## src/rtl/map9v3_pkg.sv

```systemverilog
// Shared types and constants for the map9v3 start-triggered LFSR sequencer.
package map9v3_pkg;

  typedef enum logic [2:0] {
    ST_INIT       = 3'd0,
    ST_RUN        = 3'd1,
    ST_ALMOSTDONE = 3'd2,
    ST_DONE       = 3'd3,
    ST_WAIT       = 3'd4
  } state_e;

  localparam logic [7:0] LFSR_SEED  = 8'h00;
  localparam logic [7:0] CNT_LOAD   = 8'hFF;
  localparam logic [1:0] START_EDGE = 2'b01;

endpackage

```

## src/rtl/map9v3_if.sv

```systemverilog
// Bundle of the map9v3 request/result signals; the block owns the slave side.
interface map9v3_if;

  logic       start;
  logic [8:0] N;
  logic [8:0] dp;
  logic       done;
  logic [7:0] counter;
  logic [7:0] sr;

  modport master (
    output start, N,
    input  dp, done, counter, sr
  );

  modport slave (
    input  start, N,
    output dp, done, counter, sr
  );

endinterface

```

## src/rtl/map9v3_lfsr.sv

```systemverilog
// Next-state function of the 8-bit XNOR LFSR (taps 7,5,4,3); all-zero is a legal seed.
module map9v3_lfsr (
  input  logic [7:0] sr_i,
  output logic [7:0] sr_next_o
);

  assign sr_next_o = {sr_i[6:0], ~(sr_i[7] ^ sr_i[5] ^ sr_i[4] ^ sr_i[3])};

endmodule

```

## src/rtl/map9v3.sv

```systemverilog
// Start-triggered sequencer: clocks the LFSR until the down-counter meets N[7:0],
// then publishes {sr, N[8]} on dp and raises done.
module map9v3 (
  input  logic      clock,
  input  logic      reset,
  map9v3_if.slave   bus
);

  import map9v3_pkg::*;

  state_e     state_q, state_d, fsm_next_s;
  logic [1:0] startbuf_q;
  logic [7:0] counter_q, counter_d;
  logic [7:0] sr_q, sr_d;
  logic [8:0] dp_q, dp_d;
  logic       done_q, done_d;
  logic [7:0] sr_next_s;
  logic       restart_s;

  map9v3_lfsr u_lfsr (
    .sr_i      (sr_q),
    .sr_next_o (sr_next_s)
  );

  // A synchronised rising edge of start overrides whatever the FSM was doing.
  assign restart_s = (startbuf_q == START_EDGE);

  // Next-state and datapath updates for the current state.
  always_comb begin
    fsm_next_s = state_q;
    counter_d  = counter_q;
    sr_d       = sr_q;
    dp_d       = dp_q;
    done_d     = done_q;
    case (state_q)
      ST_INIT: begin
        counter_d  = CNT_LOAD;
        sr_d       = LFSR_SEED;
        done_d     = 1'b0;
        fsm_next_s = ST_RUN;
      end
      ST_RUN: begin
        sr_d      = sr_next_s;
        counter_d = counter_q - 8'd1;
        if (counter_q == bus.N[7:0]) begin
          fsm_next_s = ST_ALMOSTDONE;
        end else begin
          fsm_next_s = ST_RUN;
        end
      end
      ST_ALMOSTDONE: begin
        dp_d       = {sr_q, bus.N[8]};
        fsm_next_s = ST_DONE;
      end
      ST_DONE: begin
        done_d     = 1'b1;
        fsm_next_s = ST_WAIT;
      end
      ST_WAIT: begin
        fsm_next_s = ST_WAIT;
      end
      default: begin
        fsm_next_s = ST_WAIT;
      end
    endcase
    state_d = restart_s ? ST_INIT : fsm_next_s;
  end

  // State, synchroniser and result registers with asynchronous reset.
  always_ff @(posedge clock or posedge reset) begin
    if (reset) begin
      state_q    <= ST_WAIT;
      startbuf_q <= 2'b00;
      counter_q  <= 8'h00;
      sr_q       <= 8'h00;
      dp_q       <= 9'h000;
      done_q     <= 1'b0;
    end else begin
      state_q    <= state_d;
      startbuf_q <= {startbuf_q[0], bus.start};
      counter_q  <= counter_d;
      sr_q       <= sr_d;
      dp_q       <= dp_d;
      done_q     <= done_d;
    end
  end

  assign bus.dp      = dp_q;
  assign bus.done    = done_q;
  assign bus.counter = counter_q;
  assign bus.sr      = sr_q;

endmodule

```

## src/flat_wrapper.sv

```systemverilog
// flat-port wrapper written by rule: the top's interface ports become plain ports
module map9v3_flat import map9v3_pkg::*;
  (clock, reset, bus_start, bus_N, bus_dp, bus_done, bus_counter, bus_sr);
  map9v3_if bus_i ();
  input  logic clock;
  input  logic reset;
  input wire logic [$bits(bus_i.start)-1:0] bus_start;
  input wire logic [$bits(bus_i.N)-1:0] bus_N;
  output wire logic [$bits(bus_i.dp)-1:0] bus_dp;
  output wire logic [$bits(bus_i.done)-1:0] bus_done;
  output wire logic [$bits(bus_i.counter)-1:0] bus_counter;
  output wire logic [$bits(bus_i.sr)-1:0] bus_sr;
  assign bus_i.start = bus_start;
  assign bus_i.N = bus_N;
  assign bus_dp = bus_i.dp;
  assign bus_done = bus_i.done;
  assign bus_counter = bus_i.counter;
  assign bus_sr = bus_i.sr;
  map9v3 u_core (.clock(clock), .reset(reset), .bus(bus_i));
endmodule
```

## config.mk

```make
export PLATFORM = sky130hd
export DESIGN_NAME = map9v3_flat
export DESIGN_NICKNAME = d
export VERILOG_FILES = /design/src/rtl/map9v3_pkg.sv /design/src/rtl/map9v3_if.sv /design/src/rtl/map9v3_lfsr.sv /design/src/rtl/map9v3.sv /design/src/flat_wrapper.sv
export SDC_FILE = /design/constraint.sdc
export NUM_CORES = 1
export LEC_CHECK = 0
export ABC_AREA = 1
export CAP_MARGIN = 15
export CELL_PAD_IN_SITES_DETAIL_PLACEMENT = 0
export CELL_PAD_IN_SITES_GLOBAL_PLACEMENT = 1
export CORE_MARGIN = 2
export CORE_UTILIZATION = 35
export DETAILED_ROUTE_END_ITERATION = 16
export PLACE_DENSITY = 0.86
export SYNTH_ARGS = -nofsm -noshare
export SYNTH_HDL_FRONTEND = slang
export SYNTH_SLANG_ARGS = --single-unit
```

## constraint.sdc

```tcl
create_clock -name clock -period 1.4 [get_ports clock]
set_clock_uncertainty 0.1 [all_clocks]
set_input_delay 0.28 -clock clock [delete_from_list [all_inputs] [get_ports clock]]
set_output_delay 0.28 -clock clock [all_outputs]
set_load 0.02 [all_outputs]
```

==> results of run 1 <==
[placed cells by master (no fill, tap or decap), drive strengths merged, types with 2 or more instances in the layout]
cell type and instances:
dfrtp 30, clkdlybuf4s15 11, xnor2 6, nor2 10
a21oi 2, o211ai 2, clkbuf 10, buf 22
nand2 27, inv 26, o22ai 7, nand3 8
o21ai 17, dlygate4sd2 10, clkdlybuf4s50 11
[worst max-delay path: stages, from the launching register on]
cell and delay [ps]:
dfrtp_1 430, inv_1 130, ha_2 220, nand3_1 140, o21ai_1 150, o211ai_1 100
[registers in the layout, indices dropped and copies added, names as in the netlist]
signal and count:
u_core.bus.counter 8, u_core.bus.done 1, u_core.bus.dp 9, u_core.bus.sr 8
u_core.startbuf_q 2, u_core.state_q 3
[routing by layer]
metal	vias to the layer above	wire [um]	share of wire
met5	-	0	0
met4	0	63	0.020
met3	8	207	0.064
met2	41	1520	0.47
met1	561	1440	0.44
li1	598	-	-
[logic make-up after synthesis]
group                    count (synthesis)
AO/OA/AOI/OAI                           31
XOR/XNOR                                 7
adder cells (fa/ha/maj)                  1
buffers and inverters                   28
flip-flops                              31
multiplexers                             1
AND/OR/NAND/NOR                         48
[cells in the mapped netlist (all sizes together)]
cell type	count	share of area
o31ai	1	0.0055
ha	1	0.0091
a21oi	2	0.010
inv	26	0.071
xnor2	6	0.038
o21ai	17	0.065
nand2	27	0.074
mux2	1	0.0082
nand4	1	0.0045
o22ai	7	0.032
a21boi	1	0.0055
nor2	10	0.038
or2	1	0.0045
dfstp	1	0.019
nor3	1	0.0036
o211ai	2	0.011
buf	2	0.012
a22oi	1	0.0055
dfrtp	30	0.55
xor2	1	0.0064
nand3	8	0.033
[area by class of cell]
class                           count  area, um^2  area share
Timing Repair Buffer               58         503       0.249
Inverter                           26         100      0.0496
Tap cell                           48        60.1      0.0298
Multi-Input combinational cell     88         490       0.243
Sequential cell                    31         777       0.385
Clock buffer                        6        82.6      0.0409
Clock inverter                      1        5.00     0.00248
[repair_timing]
| action | CTS | global route |
|---|---|---|
| endpoints found under the setup margin | 28 | 24 |
| setup buffers | 1 | 4 |
| resized for setup | 31 | 24 |
| pin swaps | 2 | 5 |
| endpoints found under the hold margin | 0 | 0 |
[power groups by stage]
| stage | registers [mW] | clock network (mW) | logic [mW] |
|---|---|---|---|
| after global routing | 1.17 | 0.765 | 1.12 |
| after detailed placement | 1.17 | 0 | 1.07 |
| after CTS | 1.15 | 0.710 | 0.989 |
| final | 1.15 | 0.694 | 1.00 |
| after floorplan | 1.33 | 0 | 0.375 |
| after global placement | 1.16 | 0 | 1.05 |
[metrics by stage]
step | power, mW | hold WS [ps] | setup slack [ps] | instances | TNS [ps]
6_report | 2.85 | 98.8 | 18.9 | 258 | 0
5_1_grt | 3.05 | 118 | -144 | 258 | -551
4_1_cts | 2.85 | 103 | 0.725 | 254 | 0
3_5_place_dp | 2.24 | 268 | -130 | 246 | -281
2_1_floorplan | 1.71 | 211 | 46.8 | 147 | 0
3_3_place_gp | 2.21 | 257 | -69.6 | 246 | -129
[path summary, 6_finish.rpt]
path / to / slack (ps) / startpoint / depth (start not counted)
hold / removal: u_core.bus.counter[5] / 100 / reset / 2
setup / recovery: u_core.bus.counter[6] / 20 / u_core.bus.counter[1] / 5
hold reg to reg: u_core.startbuf_q[1] / 280 / u_core.startbuf_q[0] / 0
max in group asynchronous: u_core.state_q[2] / 630 / reset / 3
min in group clock: u_core.startbuf_q[1] / 280 / u_core.startbuf_q[0] / 0
setup reg to reg: u_core.bus.counter[6] / 20 / u_core.bus.counter[1] / 5
==> out/qor.yml, run 1 <==
top_usage_layer: "met2"
grt_overflow: 0
synth.distinct_cells: 28
tightest_slew_ps: 256
slew_headroom: 0.828
area_growth_pct: 46.6
placementRows: 22
clock_sinks: 31
final_hold_viol_count: 0
use_met2: 0.273
synth-seq-cells: 31
cts_buffer_depth: 2
cts_max_level: 2
synthesis.area_mm2: 0.00138
utilization: 0.543
syn-mean-instance-area_um2: 9.36
yosys.area_share.simple: 0.157
cap_violations: 0
drcViolationCount: 0
clkPwrFrac: 0.244
fillCellCount: 355
drive_above_1_share: 0.210
grt_use_met3: 0.0557
p_per_area_mw_per_mm2: 1410
crit_type: "reg2reg"
grt_max_degree: 18
power.switching_mw: 0.993
postCtsHoldBufs: 0
die_h_um: 66.7
worstPathMaxFanout: 4
cts_buffers: 5
grt_pass1_wl_mm: 5.59
synth_cells: 147
status: "completed"
p_int_mw: 1.86
wl_per_cell_um: 12.5
syn_nets: 160
grt_usage: 0.170
cp-end-kind: "flop"
hp-class: "in2async"
io_buffer_count: 37
clock_latency_ps: 280
synth_top_family_by_area: "simple AND/OR/NAND/NOR gates"
stdcell_area_mm2: 0.00202
met1_usage: 0.215
path_clk_slew_ps: 60
gp_congestion: 0.808
finalMaxSlewViolations: 0
crit_required_ps: 1460
antenna_found_initial: 0
min_period_over_period: 0.987
drtAntennaViolNets: 0
drt_iter0_markers: 32
fmax_mhz: 724
antenna_cells: 0
peakVddDrop_uv: 781
vias: 1208
rsz0062_at_grt: "true"
place_area_mm2: 0.00192
start_kind: "flop"
finalSetupViolCount: 0
cts_tree: "yes"
core_area_mm2: 0.00372
combPwrFrac: 0.352
total_leakage_power_nw: 0.977
switching_share: 0.348
synth-adder-area-share: 0.00909
synth_compound_area_frac: 0.134
synth_xor_area_frac: 0.0445
vias_per_cell: 4.68
grt_pass1_vias: 1263
start_util: 0.370
pin_count: 38
yosysSeqAreaShare: 0.565
post-route-min-period_ps: 1380
final_nets: 223
die_area_mm2: 0.00445
yosysWarningCount: 0
arrival_ps: 1440
hpwl_mm: 2.38
dr.pass1.iters: 4
cts-root-buf: "clkbuf_8"
die_w_um: 66.7
seqPwrFrac: 0.405
wirelength_mm: 3.23
synth_mux_area_frac: 0.00818
No activity file was read; power rests on OpenSTA's default activity.
==> inputs of run 2 (changes only) <==
==> constraint.sdc (replaced) <==
create_clock -name clock -period 1.4 [get_ports clock]
set_clock_uncertainty 0.1 [all_clocks]
set_input_delay 0.42 -clock clock [delete_from_list [all_inputs] [get_ports clock]]
set_output_delay 0.42 -clock clock [all_outputs]
set_load 0.02 [all_outputs]
==> run 2 against run 1 <==
Critical path depth is 4 lower. Sequential share of layout area up 0.88 points. Hold slack improved by 180 ps. Maximum frequency is 1.2% higher. Largest power group unchanged. Highest routed layer unchanged.
==> out/qor.yml, run 2 (synthesized netlist as in run 1, its figures left out) <==
status: "completed"
grt_overflow: 0
clock_latency_ps: 280
die_area_mm2: 0.00445
pre_cts_ws_ps: -293
fillCellCount: 373
drt_iter0_markers: 37
finalMaxSlewViolations: 0
vias_per_cell: 4.72
clkPwrFrac: 0.233
start_kind: "flop"
min_period_over_period: 0.974
critPathBufInv: 1
worstRegToRegCells: 5
cts_max_level: 2
crit_type: "reg2out"
antenna_found_initial: 0
power.switching_mw: 1.05
rsz0062_at_grt: "true"
drcViolationCount: 0
seqPwrFrac: 0.387
placementRows: 22
min_to: "u_core.startbuf_q[1]"
final_nets: 222
drtAntennaViolNets: 0
crit_path_max_incr_delay_ps: 400
crit_chain: "buf_2"
min_path_cells: 0
wl_per_cell_um: 12.7
die_h_um: 66.7
core_area_mm2: 0.00372
final_common_cell: "dfrtp_1"
antenna_cells: 0
p_per_area_mw_per_mm2: 1470
arrival_ps: 840
seq_area_um2: 777
reg2reg_slack_ps: 40
crit_family: "flip-flops"
combPwrFrac: 0.380
path_clk_slew_ps: 70
multi_input_comb_area_um2: 522
cts_buffers: 5
peakVddDrop_uv: 979
post-route-min-period_ps: 1360
gp_congestion: 0.797
r2r-start: "u_core.bus.counter[2]"
crit_required_ps: 880
finalSetupViolCount: 0
cp-end-kind: "output pin"
grt_pass1_wl_mm: 5.49
hpwl_mm: 2.42
dr.pass1.iters: 4
final_hold_viol_count: 0
io_buffer_count: 37
switching_share: 0.362
tightest_slew_ps: 235
largest_reg_flops: 9
wirelength_mm: 3.27
worst_slack_ps: 35.8
postCtsHoldBufs: 0
vias: 1218
area_growth_pct: 43.4
hp-class: "reg2reg"
cts_buffer_depth: 2
final_cell_mix: "dfrtp_1 (30), nand2_1 (27), buf_2 (26)"
p_int_mw: 1.85
cap_violations: 0
fmax_mhz: 733
start_util: 0.370
grt_usage: 0.168
pin_count: 38
setup_tns_ps: 0
grt_pass1_vias: 1238
clock_sinks: 31
slew_headroom: 0.842
worstPathMaxFanout: 2
slowest_stage: "dfrtp_1"
grt_max_degree: 32
min_from: "u_core.startbuf_q[0]"
r2r-end: "u_core.bus.counter[5]"
cts-root-buf: "clkbuf_8"
total_leakage_power_nw: 0.993
cts_tree: "yes"
die_w_um: 66.7
drive_above_1_share: 0.338
run 2: changes by cell type in the layout (fill, tap and decap cells not counted), sizes merged:
| cell | delta |
|---|---|
| buf | +24 |
| clkbuf | -3 |
| clkdlybuf4s15 | -11 |
| clkdlybuf4s50 | -4 |
| dlygate4sd2 | -10 |
| dlymetal6s2s | +4 |
run 2: routing by layer:
| layer | vias to the layer above | global-route usage | share of wire |
|---|---|---|---|
| met5 | - | 0 | 0 |
| met4 | 0 | 0.0587 | 0.011 |
| met3 | 6 | 0.0625 | 0.068 |
| met2 | 38 | 0.293 | 0.51 |
| met1 | 574 | 0.188 | 0.41 |
| li1 | 600 | - | - |
run 2: what timing repair did:
item,in CTS,in global routing
pin swaps,3,15
buffers inserted,0,1
setup endpoints to repair,30,9
resized for setup,112,16
hold endpoints to repair,0,0
run 2: cell type report:
type                       count  share of cell area
clock inverter                 1             0.00254
multi-input combinational     88               0.264
tap                           48              0.0304
clock buffer                   7              0.0387
timing repair buffer          57               0.219
inverter                      26              0.0507
sequential                    31               0.394
run 2: power groups by stage:
stage          Clock [mW]  Combinational, mW  Sequential [mW]
2_1_floorplan           0              0.375             1.33
3_3_place_gp            0               1.11             1.13
3_5_place_dp            0               1.15             1.13
4_1_cts             0.693               1.05             1.12
5_1_grt             0.738               1.22             1.13
6_report            0.674               1.10             1.12
run 2: through the flow:
stage / power [mW] / instances / hold slack (ps) / instance area (um^2) / util
2_1_floorplan: 1.71 / 147 / 254 / 1380 / -
3_3_place_gp: 2.25 / 249 / 261 / 1960 / 0.527
3_5_place_dp: 2.28 / 249 / 260 / 1960 / 0.527
4_1_cts: 2.86 / 257 / 274 / 1920 / 0.518
5_1_grt: 3.09 / 258 / 278 / 1970 / 0.531
6_report: 2.89 / 258 / 274 / 1970 / 0.531
run 2: how the worst max path moves through the flow:
stage	end	cells past startpoint	start
finish	bus_sr[0]	1	u_core.bus.sr[0]
global route	u_core.bus.counter[5]	5	u_core.bus.counter[2]
CTS	u_core.bus.counter[6]	6	u_core.bus.counter[1]
detailed placement	u_core.state_q[1]	6	bus_N[5]
global placement	u_core.state_q[0]	7	bus_N[5]
floorplan	u_core.bus.counter[6]	5	u_core.bus.counter[0]
==> RTL change 1, RTL diff (flow settings as in run 1) <==
Re-encode `state_e` (5 states) as one-hot, 5 bits wide.
--- a/src/rtl/map9v3_pkg.sv
+++ b/src/rtl/map9v3_pkg.sv
@@ -1,12 +1,12 @@
 // Shared types and constants for the map9v3 start-triggered LFSR sequencer.
 package map9v3_pkg;
 
-  typedef enum logic [2:0] {
-    ST_INIT       = 3'd0,
-    ST_RUN        = 3'd1,
-    ST_ALMOSTDONE = 3'd2,
-    ST_DONE       = 3'd3,
-    ST_WAIT       = 3'd4
+  typedef enum logic [4:0] {
+    ST_INIT       = 5'b00001,
+    ST_RUN        = 5'b00010,
+    ST_ALMOSTDONE = 5'b00100,
+    ST_DONE       = 5'b01000,
+    ST_WAIT       = 5'b10000
   } state_e;
 
   localparam logic [7:0] LFSR_SEED  = 8'h00;
Check against the original RTL: same outputs for any inputs over 10 cycles, from zero or initial values and one cycle with reset high; not proved beyond that.
==> RTL change 1 against run 1 <==
Sequential cell count increased by 2; critical path depth decreased by 4; synthesized cell count increased by 18%; setup slack improved by 0.0072 ns; routed wire length increased by 6.3%; sequential share of layout area decreased by 1.8 points; final area increased by 12%; area after synthesis increased by 10%.
Power is not compared: it rests on default switching activity, and its combinational part moved more than twofold at a synthesized area within 25%.
==> RTL change 1: results (changes against run 1) <==
| Metric | Value |
|---|---|
| Status | `complete, no violations` |
| Vias in the first global route | `1,322 (+4.7%)` |
| Layout net count | `249 (+12%)` |
| GRT Util Overall | `0.151 (-0.0194)` |
| Count of cell types in the netlist | `24 (-14%)` |
| GPL Wtd Cong | `0.745 (-7.8%)` |
| Top cells by area, synth | `dfrtp_1 (53%), nand2_1 (8.9%), inv_1 (6.7%), nand3_1 (4.9%), nor2_1 (4.4%)` |
| CP arrival | `0.99 ns (-0.45 ns)` |
| Cells on worst reg2reg path | `5 (unchanged)` |
| Worst setup path start | `u_core.bus.sr[1]` |
| H-Tree Depth | `2 (unchanged)` |
| Commonest cells post-synth | `nand2_1 (36), dfrtp_1 (32), inv_1 (27)` |
| Hold_ws | `0.0907 ns (-0.00810 ns)` |
| R2R Setup Slk | `0.05 ns (+0.03 ns)` |
| Comb pwr | `359 uW` |
| Power, Total | `2310 uW` |
| Post-synthesis xor/xnor area fraction | `0.0346 (-0.00998)` |
| Maximum vdd drop | `0.000605 V` |
| Via/cell ratio | `4.65 (-0.73%)` |
| Largest net degree at the start of global routing | `18 (unchanged)` |
| Mux share of post-synthesis cell area | `0 (-0.00818)` |
| Post-DP HPWL | `2500 um (+4.9%)` |
| Layout cells sized above 1 | `0.245 (+0.0352)` |
| Routed length per placed instance | `12.0 um (-4.4%)` |
| Net Count, Synth | `187 (+17%)` |
| Antenna cells | `0 (unchanged)` |
| Capturing point of the worst reg2reg path | `u_core.bus.counter[4]` |
| Drt pass-1 iters | `4 (unchanged)` |
| Worst Max-Slew Pin Slew | `0.353 ns (+0.0974 ns)` |
| Async set-reset flop share out of synthesis | `1.00 (unchanged)` |
| Initial antenna violation count | `0 (unchanged)` |
| Max Fanout on Critical Path | `2 (-2)` |
| Compound-cell area share of the yosys netlist | `0.0897 (-0.0439)` |
| Crit Reg-Reg Startpoint | `u_core.state_q[3]` |
| Synth warn | `0 (unchanged)` |
| CP peak stage delay | `0.38 ns (-0.05 ns)` |
| Synth area leader | `dfrtp_1` |
| Cts bufs inserted | `5 (unchanged)` |
| Clk slew on worst S/H paths | `0.08 ns (+0.02 ns)` |
| Adder-Cell Fraction of Synth Area | `0.00823 (-0.000860)` |
| Drt initial violations | `42 (+31%)` |
| Sequential area share after synthesis | `0.544 (-0.0205)` |
| Fill cells | `394 (+11%)` |
| LEAKAGE | `0.00104 uW` |
| CP endpoint | `bus_sr[1]` |
| Sw frac | `0.269` |
| Global-route wire length before repair | `5880 um (+5.2%)` |
| Clock power share | `0.399` |
| Placement Setup Slack | `-0.0818 ns (+0.0486 ns)` |
| Clk buf depth | `2 (unchanged)` |
## RTL change 1: timing repair
item / CTS / global route
endpoints found under the setup margin: 33 / 31
gates resized for setup: 38 / 34
buffers inserted: 0 / 1
pin swaps: 0 / 5
## RTL change 1: area by class of cell
class	instances	share of cell area
inverter	28	0.0472
timing repair buffer	59	0.236
tap	50	0.0277
multi-input combinational	109	0.271
clock inverter	3	0.0205
clock buffer	5	0.0305
sequential	33	0.367
## RTL change 1: per-layer routing
layer | vias to the layer above | track usage | part of all wire
met5 | - | 0 | 0
met4 | 0 | 0.0449 | 0.010
met3 | 5 | 0.0447 | 0.036
met2 | 26 | 0.249 | 0.51
met1 | 630 | 0.192 | 0.45
li1 | 673 | - | -
## RTL change 1: stage by stage
step                instance area, sq um  std cells
floorplan                           1520        174
global placement                    2100        278
detailed placement                  2100        278
CTS                                 2200        286
global route                        2250        287
finish                              2250        287
==> RTL change 2, RTL diff (settings of run 1) <==
Made on the original files. Reset style: synchronous (`reset`), changed in one clocked block. Comments in the files are not updated.
--- a/src/rtl/map9v3.sv
+++ b/src/rtl/map9v3.sv
@@ -67,7 +67,7 @@
   end
 
   // State, synchroniser and result registers with asynchronous reset.
-  always_ff @(posedge clock or posedge reset) begin
+  always_ff @(posedge clock) begin
     if (reset) begin
       state_q    <= ST_WAIT;
       startbuf_q <= 2'b00;
Formal check against the unedited RTL: differs if reset is asserted again (counterexample within 4 cycles, from zero or initial values and one cycle with reset high); with reset held inactive, the same outputs for 10 cycles.
==> RTL change 2 against run 1 <==
Final area decreased by 1.7%; setup slack improved by 0.030 ns; fmax increased by 2.2%; critical path depth decreased by 4; sequential cell count unchanged; final cell count increased by 14%; critical path type is now reg -> out; first-iteration DRC count increased to 2.9 times the old value; routed wire length about the same; synthesized cell count increased by 29%; area after synthesis decreased by 0.82%; hold slack improved by 0.24 ns.
Power is not compared: it rests on default switching activity, and its combinational part moved more than twofold at a synthesized area within 25%.
==> RTL change 2: results (changes against run 1) <==
| Metric | Value |
|---|---|
| Sequential area share after synthesis | `0.455 (-0.110)` |
| Net Count, Synth | `202 (+26%)` |
| # Post-CTS Setup Buffers | `0 (-1)` |
| Max_slew headroom | `0.810 (-0.0180)` |
| Largest net degree at the start of global routing | `20 (+2)` |
| Drt initial violations | `94 (+190%)` |
| Layout net count | `258 (+16%)` |
| Global-route wire length before repair | `5390 um (-3.6%)` |
| CP peak stage delay | `0.34 ns (-0.09 ns)` |
| Placement Setup Slack | `-0.136 ns (-0.00518 ns)` |
| HP Class | `reg -> reg` |
| Met2 WL post-DR | `1370 um (-10%)` |
| Commonest cells post-synth | `nand2_1 (48), inv_1 (33), dfxtp_1 (31)` |
| Max Fanout on Critical Path | `2 (-2)` |
| Fill cells | `378 (+6.5%)` |
| Vias in the first global route | `1,213 (-4.0%)` |
| DP Area | `1880 sq um (-2.0%)` |
| Critical path's slowest cell | `dfxtp_1` |
| GRT Util Overall | `0.167 (-0.00342)` |
| Non-Filler Instances | `294 (+14%)` |
| Async set-reset flop share out of synthesis | `0 (-1.00)` |
| Placed insts | `286 (+16%)` |
| Top cells by area, synth | `dfxtp_1 (45%), nand2_1 (13%), inv_1 (9.1%), a21oi_1 (8.8%), o21ai_0 (4.8%)` |
| Count of cell types in the netlist | `22 (-21%)` |
| Fin area | `1980 sq um (-1.7%)` |
| Synthesized instance count | `189 (+29%)` |
| Top_reg_cell synth | `dfxtp_1` |
| GPL Wtd Cong | `0.761 (-5.8%)` |
| Status | `complete, no violations` |
| Post-DP HPWL | `2380 um (-0.31%)` |
[RTL change 2: changes by cell type after synthesis, sizes merged, moves of 7 or more]
cell,before,now
dfrtp,30,0
a21oi,2,24
inv,26,35
o22ai,7,0
nand2,27,49
dfxtp,0,31
[RTL change 2: worst paths after layout]
path,start,endpoint,slack [ns],depth (start not counted)
setup / recovery,u_core.bus.sr[3],bus_sr[3],0.05,1
setup reg to reg,u_core.state_q[2],u_core.bus.counter[7],0.09,8
hold / removal,u_core.bus.dp[4],u_core.bus.dp[4],0.34,2
hold reg to reg,u_core.bus.dp[4],u_core.bus.dp[4],0.34,2
[RTL change 2: cell families (layout without fill, tap and decap cells)]
group / after synthesis / in the layout / share of synthesized area
AO/OA/AOI/OAI: 42 / 42 / 0.159
XOR/XNOR: 6 / 6 / 0.0385
adder cells (fa/ha/maj): 1 / 1 / 0.00916
buffers and inverters: 39 / 96 / 0.120
flip-flops: 31 / 31 / 0.455
AND/OR/NAND/NOR: 70 / 70 / 0.218
[RTL change 2: power by group through the flow]
stage | combinational (uW) | clock (uW) | sequential (uW)
finish | 440 | 927 | 962
global route | 491 | 981 | 970
CTS | 436 | 936 | 961
detailed placement | 454 | 0 | 982
global placement | 451 | 0 | 981
floorplan | 221 | 0 | 1030
[RTL change 2: routing by layer]
metal	vias to the layer above	GRT usage
li1	703	-
met1	598	0.228
met2	24	0.230
met3	6	0.0524
met4	0	0.0918
met5	-	0
[RTL change 2: layout make-up]
cell class              instances  area [sq um]  share of cell area
flip-flops and latches         31           626               0.315
multi-input cells             119           588               0.297
repair buffers                 53           460               0.232
inverters                      35           131              0.0662
clock buffers                   6          82.6              0.0416
well taps                      48          60.1              0.0303
clock inverters                 2          35.0              0.0177
